===== src/rtl/rename_map_if.sv =====
// ---------------------------------------------------------------------------
// rename_map_if -- signal bundle for the register-rename map.
//
// Handshake: a rename transfers on a cycle where ren_valid_i and ren_ready_o
// are both high (fire). The lookup results on prs*/prd/old_prd are
// combinational and valid in that same cycle. The producer may hold or change
// ren_valid_i freely. ren_ready_o never depends on ren_valid_i.
// Writeback, commit and flush are single-cycle strobes with no back-pressure.
//
// Ports (direction seen from the rename_map, i.e. the slave modport):
//   ren_valid_i / ren_ready_o      rename handshake
//   rs1/rs2/rd_addr_i, rd_wen_i    architectural operands of the instruction
//   prs1/prs2_addr_o, *_ready_o    physical sources and their availability
//   prd_addr_o, old_prd_addr_o     new destination and previous mapping of rd
//   wb_en_i, wb_preg_i             writeback, clears the busy bit
//   commit_*                       in-order retirement
//   flush_i                        squash all uncommitted renames
//   fl_count_o                     free-list occupancy
// ---------------------------------------------------------------------------
interface rename_map_if #(
    parameter int ARCH_REGS = 32,
    parameter int PHYS_REGS = 64
);
    localparam int AW = $clog2(ARCH_REGS);
    localparam int PW = $clog2(PHYS_REGS);

    logic          ren_valid_i;
    logic          ren_ready_o;
    logic [AW-1:0] rs1_addr_i;
    logic [AW-1:0] rs2_addr_i;
    logic [AW-1:0] rd_addr_i;
    logic          rd_wen_i;
    logic [PW-1:0] prs1_addr_o;
    logic [PW-1:0] prs2_addr_o;
    logic          prs1_ready_o;
    logic          prs2_ready_o;
    logic [PW-1:0] prd_addr_o;
    logic [PW-1:0] old_prd_addr_o;
    logic          wb_en_i;
    logic [PW-1:0] wb_preg_i;
    logic          commit_en_i;
    logic          commit_rd_wen_i;
    logic [AW-1:0] commit_rd_addr_i;
    logic [PW-1:0] commit_prd_i;
    logic [PW-1:0] commit_old_prd_i;
    logic          flush_i;
    logic [PW:0]   fl_count_o;

    modport slave (
        input  ren_valid_i, rs1_addr_i, rs2_addr_i, rd_addr_i, rd_wen_i,
        input  wb_en_i, wb_preg_i,
        input  commit_en_i, commit_rd_wen_i, commit_rd_addr_i, commit_prd_i, commit_old_prd_i,
        input  flush_i,
        output ren_ready_o, prs1_addr_o, prs2_addr_o, prs1_ready_o, prs2_ready_o,
        output prd_addr_o, old_prd_addr_o, fl_count_o
    );

    modport master (
        output ren_valid_i, rs1_addr_i, rs2_addr_i, rd_addr_i, rd_wen_i,
        output wb_en_i, wb_preg_i,
        output commit_en_i, commit_rd_wen_i, commit_rd_addr_i, commit_prd_i, commit_old_prd_i,
        output flush_i,
        input  ren_ready_o, prs1_addr_o, prs2_addr_o, prs1_ready_o, prs2_ready_o,
        input  prd_addr_o, old_prd_addr_o, fl_count_o
    );
endinterface


===== src/rtl/rename_map.sv =====
// ---------------------------------------------------------------------------
// rename_map -- register alias table with free list and busy table.
//
// Holds a speculative RAT (used for lookup and updated at rename), a committed
// RAT (updated at retirement, restored into the speculative RAT on flush), a
// busy bit per physical register, and a circular free list. The free list has
// a speculative head (advanced at rename), a commit head (advanced at
// retirement) and a tail (where retired old mappings are returned). A flush
// rewinds the speculative head to the commit head, which hands back every
// physical register allocated since the last retirement.
//
// Ports:
//   clk_i    clock, rising edge
//   reset_i  asynchronous active-high reset
//   bus      rename_map_if.slave (see interface header for signal list)
// ---------------------------------------------------------------------------
module rename_map #(
    parameter int ARCH_REGS = 32,
    parameter int PHYS_REGS = 64
) (
    input  logic        clk_i,
    input  logic        reset_i,
    rename_map_if.slave bus
);
    localparam int AW       = $clog2(ARCH_REGS);
    localparam int PW       = $clog2(PHYS_REGS);
    localparam int FL_DEPTH = PHYS_REGS - ARCH_REGS;
    localparam int FLW      = $clog2(FL_DEPTH);
    localparam int PTRW     = FLW + 1;   // index plus wrap bit

    // ------------------------------------------------------------------
    // State
    // ------------------------------------------------------------------
    logic [PW-1:0]        spec_rat_q [ARCH_REGS];
    logic [PW-1:0]        spec_rat_d [ARCH_REGS];
    logic [PW-1:0]        com_rat_q  [ARCH_REGS];
    logic [PW-1:0]        com_rat_d  [ARCH_REGS];
    logic [PW-1:0]        fl_q       [FL_DEPTH];
    logic [PW-1:0]        fl_d       [FL_DEPTH];
    logic [PHYS_REGS-1:0] busy_q, busy_d;
    logic [PTRW-1:0]      spec_head_q, spec_head_d;
    logic [PTRW-1:0]      com_head_q,  com_head_d;
    logic [PTRW-1:0]      tail_q,      tail_d;

    // ------------------------------------------------------------------
    // Combinational lookup / handshake
    // ------------------------------------------------------------------
    logic [PTRW-1:0] fl_count_w;
    logic            ren_ready_w;
    logic            fire_w;
    logic            alloc_w;
    logic            commit_w;
    logic            wb_w;
    logic [PW-1:0]   prd_w;
    logic [PW-1:0]   prs1_w;
    logic [PW-1:0]   prs2_w;

    // Pointers carry a wrap bit, so the plain difference is the occupancy
    // and distinguishes full (FL_DEPTH) from empty (0).
    assign fl_count_w = tail_q - spec_head_q;
    assign bus.fl_count_o = {{(PW - FLW){1'b0}}, fl_count_w};

    // Readiness only looks at the registered occupancy: a commit pushing an
    // entry this cycle does not make an empty list ready until next cycle.
    assign ren_ready_w     = (fl_count_w != '0) && !bus.flush_i;
    assign bus.ren_ready_o = ren_ready_w;

    assign fire_w   = bus.ren_valid_i && ren_ready_w;
    assign alloc_w  = fire_w && bus.rd_wen_i && (bus.rd_addr_i != '0);
    assign commit_w = bus.commit_en_i && bus.commit_rd_wen_i && (bus.commit_rd_addr_i != '0);
    assign wb_w     = bus.wb_en_i && (bus.wb_preg_i != '0);

    assign prd_w              = alloc_w ? fl_q[spec_head_q[FLW-1:0]] : '0;
    assign bus.prd_addr_o     = prd_w;
    assign bus.old_prd_addr_o = (bus.rd_addr_i == '0) ? '0 : spec_rat_q[bus.rd_addr_i];

    assign prs1_w = (bus.rs1_addr_i == '0) ? '0 : spec_rat_q[bus.rs1_addr_i];
    assign prs2_w = (bus.rs2_addr_i == '0) ? '0 : spec_rat_q[bus.rs2_addr_i];
    assign bus.prs1_addr_o = prs1_w;
    assign bus.prs2_addr_o = prs2_w;

    // A writeback landing in the lookup cycle is forwarded into readiness.
    assign bus.prs1_ready_o = (bus.rs1_addr_i == '0) || !busy_q[prs1_w] ||
                              (bus.wb_en_i && (bus.wb_preg_i == prs1_w));
    assign bus.prs2_ready_o = (bus.rs2_addr_i == '0) || !busy_q[prs2_w] ||
                              (bus.wb_en_i && (bus.wb_preg_i == prs2_w));

    // ------------------------------------------------------------------
    // Next-state
    // ------------------------------------------------------------------
    always_comb begin
        spec_rat_d  = spec_rat_q;
        com_rat_d   = com_rat_q;
        fl_d        = fl_q;
        busy_d      = busy_q;
        spec_head_d = spec_head_q;
        com_head_d  = com_head_q;
        tail_d      = tail_q;

        // Retirement: the old mapping of rd becomes free again.
        if (commit_w) begin
            com_rat_d[bus.commit_rd_addr_i] = bus.commit_prd_i;
            fl_d[tail_q[FLW-1:0]]           = bus.commit_old_prd_i;
            tail_d                          = tail_q + 1'b1;
            com_head_d                      = com_head_q + 1'b1;
        end

        if (bus.flush_i) begin
            // Restore from the committed state including this cycle's commit.
            // Nothing survives a flush in flight, so no register is busy.
            spec_rat_d  = com_rat_d;
            spec_head_d = com_head_d;
            busy_d      = '0;
        end else begin
            if (wb_w) begin
                busy_d[bus.wb_preg_i] = 1'b0;
            end
            // Applied after writeback so a same-preg collision leaves it busy.
            if (alloc_w) begin
                spec_rat_d[bus.rd_addr_i] = prd_w;
                busy_d[prd_w]             = 1'b1;
                spec_head_d               = spec_head_q + 1'b1;
            end
        end
    end

    // ------------------------------------------------------------------
    // Registers
    // ------------------------------------------------------------------
    always_ff @(posedge clk_i or posedge reset_i) begin
        if (reset_i) begin
            for (int i = 0; i < ARCH_REGS; i++) begin
                spec_rat_q[i] <= PW'(i);
                com_rat_q[i]  <= PW'(i);
            end
            for (int j = 0; j < FL_DEPTH; j++) begin
                fl_q[j] <= PW'(ARCH_REGS + j);
            end
            busy_q      <= '0;
            spec_head_q <= '0;
            com_head_q  <= '0;
            tail_q      <= PTRW'(FL_DEPTH);   // full list: wrap bit set
        end else begin
            spec_rat_q  <= spec_rat_d;
            com_rat_q   <= com_rat_d;
            fl_q        <= fl_d;
            busy_q      <= busy_d;
            spec_head_q <= spec_head_d;
            com_head_q  <= com_head_d;
            tail_q      <= tail_d;
        end
    end

endmodule

===== src/flat_wrapper.sv =====
// flat-port wrapper written by rule: the top's interface ports become plain ports
module rename_map_flat 
#(
    parameter int ARCH_REGS = 32,
    parameter int PHYS_REGS = 64
)
  (clk_i, reset_i, bus_ren_valid_i, bus_rs1_addr_i, bus_rs2_addr_i, bus_rd_addr_i, bus_rd_wen_i, bus_wb_en_i, bus_wb_preg_i, bus_commit_en_i, bus_commit_rd_wen_i, bus_commit_rd_addr_i, bus_commit_prd_i, bus_commit_old_prd_i, bus_flush_i, bus_ren_ready_o, bus_prs1_addr_o, bus_prs2_addr_o, bus_prs1_ready_o, bus_prs2_ready_o, bus_prd_addr_o, bus_old_prd_addr_o, bus_fl_count_o);
  rename_map_if #(.ARCH_REGS(ARCH_REGS), .PHYS_REGS(PHYS_REGS)) bus_i ();
  input  logic clk_i;
  input  logic reset_i;
  input wire logic [$bits(bus_i.ren_valid_i)-1:0] bus_ren_valid_i;
  input wire logic [$bits(bus_i.rs1_addr_i)-1:0] bus_rs1_addr_i;
  input wire logic [$bits(bus_i.rs2_addr_i)-1:0] bus_rs2_addr_i;
  input wire logic [$bits(bus_i.rd_addr_i)-1:0] bus_rd_addr_i;
  input wire logic [$bits(bus_i.rd_wen_i)-1:0] bus_rd_wen_i;
  input wire logic [$bits(bus_i.wb_en_i)-1:0] bus_wb_en_i;
  input wire logic [$bits(bus_i.wb_preg_i)-1:0] bus_wb_preg_i;
  input wire logic [$bits(bus_i.commit_en_i)-1:0] bus_commit_en_i;
  input wire logic [$bits(bus_i.commit_rd_wen_i)-1:0] bus_commit_rd_wen_i;
  input wire logic [$bits(bus_i.commit_rd_addr_i)-1:0] bus_commit_rd_addr_i;
  input wire logic [$bits(bus_i.commit_prd_i)-1:0] bus_commit_prd_i;
  input wire logic [$bits(bus_i.commit_old_prd_i)-1:0] bus_commit_old_prd_i;
  input wire logic [$bits(bus_i.flush_i)-1:0] bus_flush_i;
  output wire logic [$bits(bus_i.ren_ready_o)-1:0] bus_ren_ready_o;
  output wire logic [$bits(bus_i.prs1_addr_o)-1:0] bus_prs1_addr_o;
  output wire logic [$bits(bus_i.prs2_addr_o)-1:0] bus_prs2_addr_o;
  output wire logic [$bits(bus_i.prs1_ready_o)-1:0] bus_prs1_ready_o;
  output wire logic [$bits(bus_i.prs2_ready_o)-1:0] bus_prs2_ready_o;
  output wire logic [$bits(bus_i.prd_addr_o)-1:0] bus_prd_addr_o;
  output wire logic [$bits(bus_i.old_prd_addr_o)-1:0] bus_old_prd_addr_o;
  output wire logic [$bits(bus_i.fl_count_o)-1:0] bus_fl_count_o;
  assign bus_i.ren_valid_i = bus_ren_valid_i;
  assign bus_i.rs1_addr_i = bus_rs1_addr_i;
  assign bus_i.rs2_addr_i = bus_rs2_addr_i;
  assign bus_i.rd_addr_i = bus_rd_addr_i;
  assign bus_i.rd_wen_i = bus_rd_wen_i;
  assign bus_i.wb_en_i = bus_wb_en_i;
  assign bus_i.wb_preg_i = bus_wb_preg_i;
  assign bus_i.commit_en_i = bus_commit_en_i;
  assign bus_i.commit_rd_wen_i = bus_commit_rd_wen_i;
  assign bus_i.commit_rd_addr_i = bus_commit_rd_addr_i;
  assign bus_i.commit_prd_i = bus_commit_prd_i;
  assign bus_i.commit_old_prd_i = bus_commit_old_prd_i;
  assign bus_i.flush_i = bus_flush_i;
  assign bus_ren_ready_o = bus_i.ren_ready_o;
  assign bus_prs1_addr_o = bus_i.prs1_addr_o;
  assign bus_prs2_addr_o = bus_i.prs2_addr_o;
  assign bus_prs1_ready_o = bus_i.prs1_ready_o;
  assign bus_prs2_ready_o = bus_i.prs2_ready_o;
  assign bus_prd_addr_o = bus_i.prd_addr_o;
  assign bus_old_prd_addr_o = bus_i.old_prd_addr_o;
  assign bus_fl_count_o = bus_i.fl_count_o;
  rename_map #(.ARCH_REGS(ARCH_REGS), .PHYS_REGS(PHYS_REGS)) u_core (.clk_i(clk_i), .reset_i(reset_i), .bus(bus_i));
endmodule

===== config.mk =====
export PLATFORM = sky130hd
export DESIGN_NAME = rename_map_flat
export DESIGN_NICKNAME = d
export VERILOG_FILES = /design/src/rtl/rename_map_if.sv /design/src/rtl/rename_map.sv /design/src/flat_wrapper.sv
export SDC_FILE = /design/constraint.sdc
export NUM_CORES = 2
export LEC_CHECK = 0
export ABC_AREA = 1
export CELL_PAD_IN_SITES_DETAIL_PLACEMENT = 0
export CELL_PAD_IN_SITES_GLOBAL_PLACEMENT = 1
export CORE_MARGIN = 8
export CORE_UTILIZATION = 47
export CTS_CLUSTER_SIZE = 25
export DETAILED_ROUTE_END_ITERATION = 16
export PLACE_DENSITY_LB_ADDON = 0.1
export SLEW_MARGIN = 20
export SYNTH_ARGS = -nofsm -noshare
export SYNTH_HDL_FRONTEND = slang
export SYNTH_SLANG_ARGS = --single-unit
export TNS_END_PERCENT = 1

===== constraint.sdc =====
create_clock -name clk_i -period 28.3 [get_ports clk_i]
set_input_delay 2.83 -clock clk_i [delete_from_list [all_inputs] [get_ports clk_i]]
set_output_delay 2.83 -clock clk_i [all_outputs]
set_load 0.05 [all_outputs]

After elaboration in Yosys (flattened, before gate mapping) --
Cells that the tools add are included.
Word-level totals: input port bits 46, word-level logic and storage cells 202, register bits 658
Cells by class: add/sub/neg operators 4, bitwise gates (word level) 9, reductions and logical operators 29, $lt $le $gt $ge 15, equality and inequality tests 2, multiplexer cells 43
Operators by type and width (number):
- $bwmux 192 | 3
- $mux 192 | 3
- $mux 64 | 4
- $bmux 6 s5 | 4
- $mux 6 | 18
- $demux 6 s5 | 3
- $and 64x64->64 | 1
- $not 64->64 | 1
- $or 64x64->64 | 1
- $ge 6x6->1 const B | 6
- $not 5->6 | 6
- $lt 6x7->1 const B | 4
- $add 6x1->6 const B | 3
- $lt 6x1->1 const B | 3
- $logic_not 5->1 | 3
- $logic_and 1x1->1 | 14
- $bmux 1 s6 | 2
- $demux 1 s6 | 2
- $eq 6x6->1 | 2
- $ge 6x1->1 const B | 2
- $reduce_bool 6->1 | 2
- $reduce_bool 5->1 | 2
- $sub 6x6->6 | 1
- $logic_or 1x1->1 | 4
- 3 further kinds | 8

Longest topological paths before layout --
depth in word-level cells 14, gate-level depth with buffers 20

Worst setup path before layout --
No wires, ideal clock.
path kind input to output, start input bus_rs2_addr_i[0], end output bus_prs2_ready_o, path slack 20314 ps, arrival 5156 ps, path buffers 4, cell stages on the path 15, cells stage by stage buf_4 > inv_2 > buf_4 > buf_6 > buf_2 > o21ai_0 > o221ai_1 > nand3_1 > nand3_1 > nand3_2 > clkinv_1 > nand3_1 > nand3_1 > nand3_1 > nand3_1
On the way: cells in the longest elaborated chain, start to end 10, elaborated cells between the ends (all ways) 13
Ends and longest elaborated chain:
- start, declared | line flat_wrapper.sv:13 | input wire logic [$bits(bus_i.rs2_addr_i)-1:0] bus_rs2_addr_i;
- $not 5->6 (implied by the code) | line rename_map.sv:78 | assign prs2_w = (bus.rs2_addr_i == '0) ? '0 : spec_rat_q[bus.rs2_addr_i];
- $bmux 6 s5 | line rename_map.sv:78
- $mux 6 (implied by the code) (2 in a row) | line rename_map.sv:78
- $mux 6 (*) | line rename_map.sv:78
- net bus_prs2_addr_o[3] | line flat_wrapper.sv:26 | output wire logic [$bits(bus_i.prs2_addr_o)-1:0] bus_prs2_addr_o;
- $bmux 1 s6 | line rename_map.sv:85 | assign bus.prs2_ready_o = (bus.rs2_addr_i == '0) || !busy_q[prs2_w] ||
- $mux 1 (implied by the code) | line rename_map.sv:85
- $logic_not 1->1 | line rename_map.sv:85
- $logic_or 1x1->1 | line rename_map.sv:85
- $logic_or 1x1->1 (*) | line rename_map.sv:85
- end, declared | line flat_wrapper.sv:28 | output wire logic [$bits(bus_i.prs2_ready_o)-1:0] bus_prs2_ready_o;
The timed path passes the listed nets; every way through them passes the cells marked *. The select of a mux whose other input is x is not followed.

Worst setup path in the final report --
start input bus_rs1_addr_i[2], end output bus_prs1_ready_o
On the way: cells in the longest elaborated chain, start to end 10, elaborated cells between the ends (all ways) 13
Ends and longest elaborated chain:
- start, declared | line flat_wrapper.sv:12 | input wire logic [$bits(bus_i.rs1_addr_i)-1:0] bus_rs1_addr_i;
- $not 5->6 (implied by the code) | line rename_map.sv:77 | assign prs1_w = (bus.rs1_addr_i == '0) ? '0 : spec_rat_q[bus.rs1_addr_i];
- $bmux 6 s5 | line rename_map.sv:77
- $mux 6 (implied by the code) (2 in a row) | line rename_map.sv:77
- $mux 6 | line rename_map.sv:77
- $bmux 1 s6 | line rename_map.sv:83 | assign bus.prs1_ready_o = (bus.rs1_addr_i == '0) || !busy_q[prs1_w] ||
- $mux 1 (implied by the code) | line rename_map.sv:83
- $logic_not 1->1 | line rename_map.sv:83
- $logic_or 1x1->1 | line rename_map.sv:83
- $logic_or 1x1->1 (*) | line rename_map.sv:83
- end, declared | line flat_wrapper.sv:27 | output wire logic [$bits(bus_i.prs1_ready_o)-1:0] bus_prs1_ready_o;
Mark *: on every way between the ends. The rest lies on a longest branch, timed or not. The select of a mux whose other input is x is not followed.

==> impl_metrics.json <==
{
  "portBuffers": 78,
  "cts_root_buf": "clkbuf_16",
  "core-area_um2": 74300,
  "min_path_type": "flip-flop to flip-flop",
  "fp.dieW_um": 290,
  "leakage_nw": 15.9,
  "via_per_inst": 6.03,
  "overflow": 0,
  "ctsLongestPathBuffers": 3,
  "wl_um": 133000,
  "power.density_nw_per_um2": 80.0,
  "grtUsageTotal_pct": 30.6,
  "timing.critical_path.buf_inv": 5,
  "grt_pass1_wl_um": 203000,
  "clkTransAtPathRegs_ns": 0.06,
  "cp-end-kind": "output pin",
  "drtIter0Drc": 3724,
  "post_drt_wl_per_cell_um": 24.1,
  "clock_sinks": 658,
  "crit_family": "buffers and inverters",
  "synth_edf_count": 0,
  "status": "complete, no violations",
  "start_util_pct": 47.4,
  "max_freq_mhz": 92.7,
  "ant_nets": 0,
  "peakVddDrop_mv": 0.0832,
  "r2r_cells": 20,
  "rows": 100,
  "drv_slew": 0,
  "cp_cell_sequence": "clkdlybuf4s50_1 > inv_1 > nor2_1 > inv_1 > a21oi_1 > nor2_1 > nand2_2 > nand3_2 > inv_2 > nand2_1 > nand3_1 > nand3_1 > nand3_1 > nand3_1 > nand3_1 > nand3_1 > clkdlybuf4s50_1",
  "diodes": 0,
  "holdPathEnd": "u_core.com_rat_q[186]",
  "r2r_end": "u_core.busy_q[45]",
  "worstPathRequired_ns": 25.47,
  "syn2layout_area_growth_pct": 10.0,
  "synth.cell_area_um2": 35300,
  "cts_resized": 0,
  "seq_area_frac_synth_pct": 47.7,
  "io_pins": 80,
  "cp-startpoint": "bus_rs1_addr_i[2]",
  "cts_hold_buffers": 0,
  "multiInputGateArea_um2": 16400,
  "setup_tns_ns": 0,
  "postSynthCellCount": 4601,
  "clk_latency_ns": 0.64,
  "finalHoldViolations": 0,
  "synth-compound-area-share_pct": 16.8,
  "fin_crit_sh_pct": 38.1,
  "post-route-min-period_ns": 10.79,
  "cts_htree_levels": 3,
  "yosysTopAreaCellShare_pct": 27.3,
  "cts_inserted_buffers": 74,
  "grt_max_degree": 153,
  "crit_slowest_cell": "clkdlybuf4s50_1",
  "dr.pass1.iters": 8,
  "die-area_um2": 84000,
  "nets": 4533,
  "dp_hpwl_um": 86300,
  "setup_ws_ns": 17.51,
  "synth_simple_gate_area_share_pct": 28.6,
  "synth.area.mux_share_pct": 0,
  "fin_skew_ns": 0.0289,
  "antenna_found_initial": 0,
  "setup-violations-final": 0,
  "crit_arrival_ns": 7.96,
  "post_cts_buffers": 0,
  "rsz0062_at_grt": "no",
  "critical_path.max_fanout": 34,
  "path_common_cell": "nand3_1",
  "cts_tree": "yes",
  "maxCapViolations": 0,
  "ys_seq_elements": 658,
  "synth_top_family_by_area": "simple AND/OR/NAND/NOR gates",
  "drc": 0,
  "drive_above_1_share_pct": 11.4,
  "synthAdderAreaFrac_pct": 0.447,
  "worst_slew_pin_slew_ns": 1.14,
  "async_reset_ff_share_pct": 100,
  "pre_cts_ws_ns": 17.59,
  "first_global_vias": 31461,
  "synth_top_area_cell": "dfrtp_1",
  "ys_types": 53,
  "max-slew-margin-rel_pct": 23.3,
  "die_h_um": 290,
  "critPathMaxStageDelay_ns": 0.86,
  "vias": 33201,
  "synth_area_leaders": "dfrtp_1, dfstp_2, nand2_1",
  "r2r_start": "u_core.spec_head_q[2]",
  "crit_type": "input pin to output pin",
  "synth-main-ff-cell": "dfrtp_1",
  "place.gp.congestion": 0.987,
  "yosys_warnings": 0,
  "cp-start-kind": "input pin",
  "fillCellCount": 7362,
  "syn_nets": 4659,
  "holdPathStages": 0,
  "seq_area_um2": 16800,
  "synth_area_per_cell_um2": 7.66,
  "hp-start": "u_core.com_rat_q[186]",
  "synth_xor_area_share_pct": 0.571,
  "reg2reg_slack_ns": 22.76
}
[where the power goes]
group | internal (mW) | switching, mW | total, mW | leakage [nW]
clock network | 0.612 | 0.416 | 1.03 | 1.27
registers | 1.15 | 0.147 | 1.29 | 8.01
logic | 0.235 | 0.549 | 0.784 | 6.66
total | 1.99 | 1.11 | 3.11 | 15.9
[how the worst max path moves through the flow]
stage	end	depth (start not counted)
finish	bus_prs1_ready_o	17
global route	bus_prs1_ready_o	17
CTS	bus_prs1_ready_o	17
detailed placement	bus_prs1_ready_o	17
global placement	bus_prs1_ready_o	17
floorplan	u_core.busy_q[0]	1
[Yosys cell counts (4+ instances only)]
master and count:
a21oi_1 165, xor2_1 18, nor4_1 7, a221oi_1 4
o211ai_1 25, xnor2_1 5, clkbuf_1 195, buf_4 30
nor2_8 4, nand3_2 8, nand2_2 8, nand4_1 44
clkinv_1 5, nand2_1 1409, o22ai_1 25, nor3_1 53
dfstp_2 273, nand3_1 540, inv_1 124, o21ai_1 5
o21a_1 18, a31oi_1 5, buf_2 83, a22oi_1 84
dfrtp_1 385, o21ai_0 637, inv_2 16, buf_1 17
ha_1 11, o2111ai_1 36, buf_6 6, nor2_1 277
nor2_4 15, o221ai_1 35
[state kept, by name, indices dropped and copies added, names as in the netlist]
register / flops
u_core.spec_rat_q: 192
u_core.com_rat_q: 192
u_core.tail_q: 6
u_core.com_head_q: 6
u_core.busy_q: 64
u_core.fl_q: 192
u_core.spec_head_q: 6
[cells in the final DEF, fill, tap and decap left out, types with 6 or more instances in the layout]
cell type,netlist,routed
clkbuf_8,0,9
clkinv_1,5,6
o2111ai_1,36,36
o21a_1,18,18
a21oi_1,165,165
nand3_2,8,8
buf_4,30,54
clkbuf_16,0,75
o211ai_1,25,25
clkdlybuf4s50_1,0,73
o221ai_1,35,35
inv_2,16,16
o22ai_1,25,25
nand2_1,1409,1409
o21ai_0,637,637
nand3_1,540,540
nor2_4,15,17
clkinv_2,0,11
dfrtp_1,385,383
a22oi_1,84,84
ha_1,11,11
inv_1,124,122
clkbuf_1,195,21
nand4_1,44,44
nor3_1,53,53
dfstp_2,273,273
nor2_1,277,274
bufinv_16,0,10
nand2_2,8,8
xor2_1,18,18
[kinds of logic after synthesis]
logic type                 count (synthesis)
AOI/OAI and AO/OA                       1049
xor gates and xnor gates                  23
adders and majority gates                 12
buffers and inverters                    481
DFF                                      658
other                                      1
and+or+nand+nor                         2377
[through the flow]
step           instance area (µm²)  power [mW]  hold WS, ns  util [%]  cells
2_1_floorplan                35300        1.80        0.429         -   4601
3_3_place_gp                 36200        2.07        0.365      48.7   5368
3_5_place_dp                 36200        2.08        0.366      48.7   5368
4_1_cts                      38800        3.12        0.380      52.2   5505
5_1_grt                      38800        3.25        0.389      52.2   5505
6_report                     38800        3.11        0.376      52.2   5505
[per-layer routing]
layer,global-route usage [%],routed length [µm]
met5,0,0
met4,12.5,6180
met1,42.2,56400
met2,48.4,60600
met3,4.41,9410
[area by class of cell]
cell class                      instances  share of cell area, %
Clock buffer                          105                   5.36
Sequential cell                       658                   43.3
Clock inverter                         32                   1.33
Multi-Input combinational cell       3462                   42.3
Timing Repair Buffer                  132                   3.10
Inverter                              147                   1.45
Tap cell                              969                   3.13
Note: power is estimated with default switching activity, not from simulation.
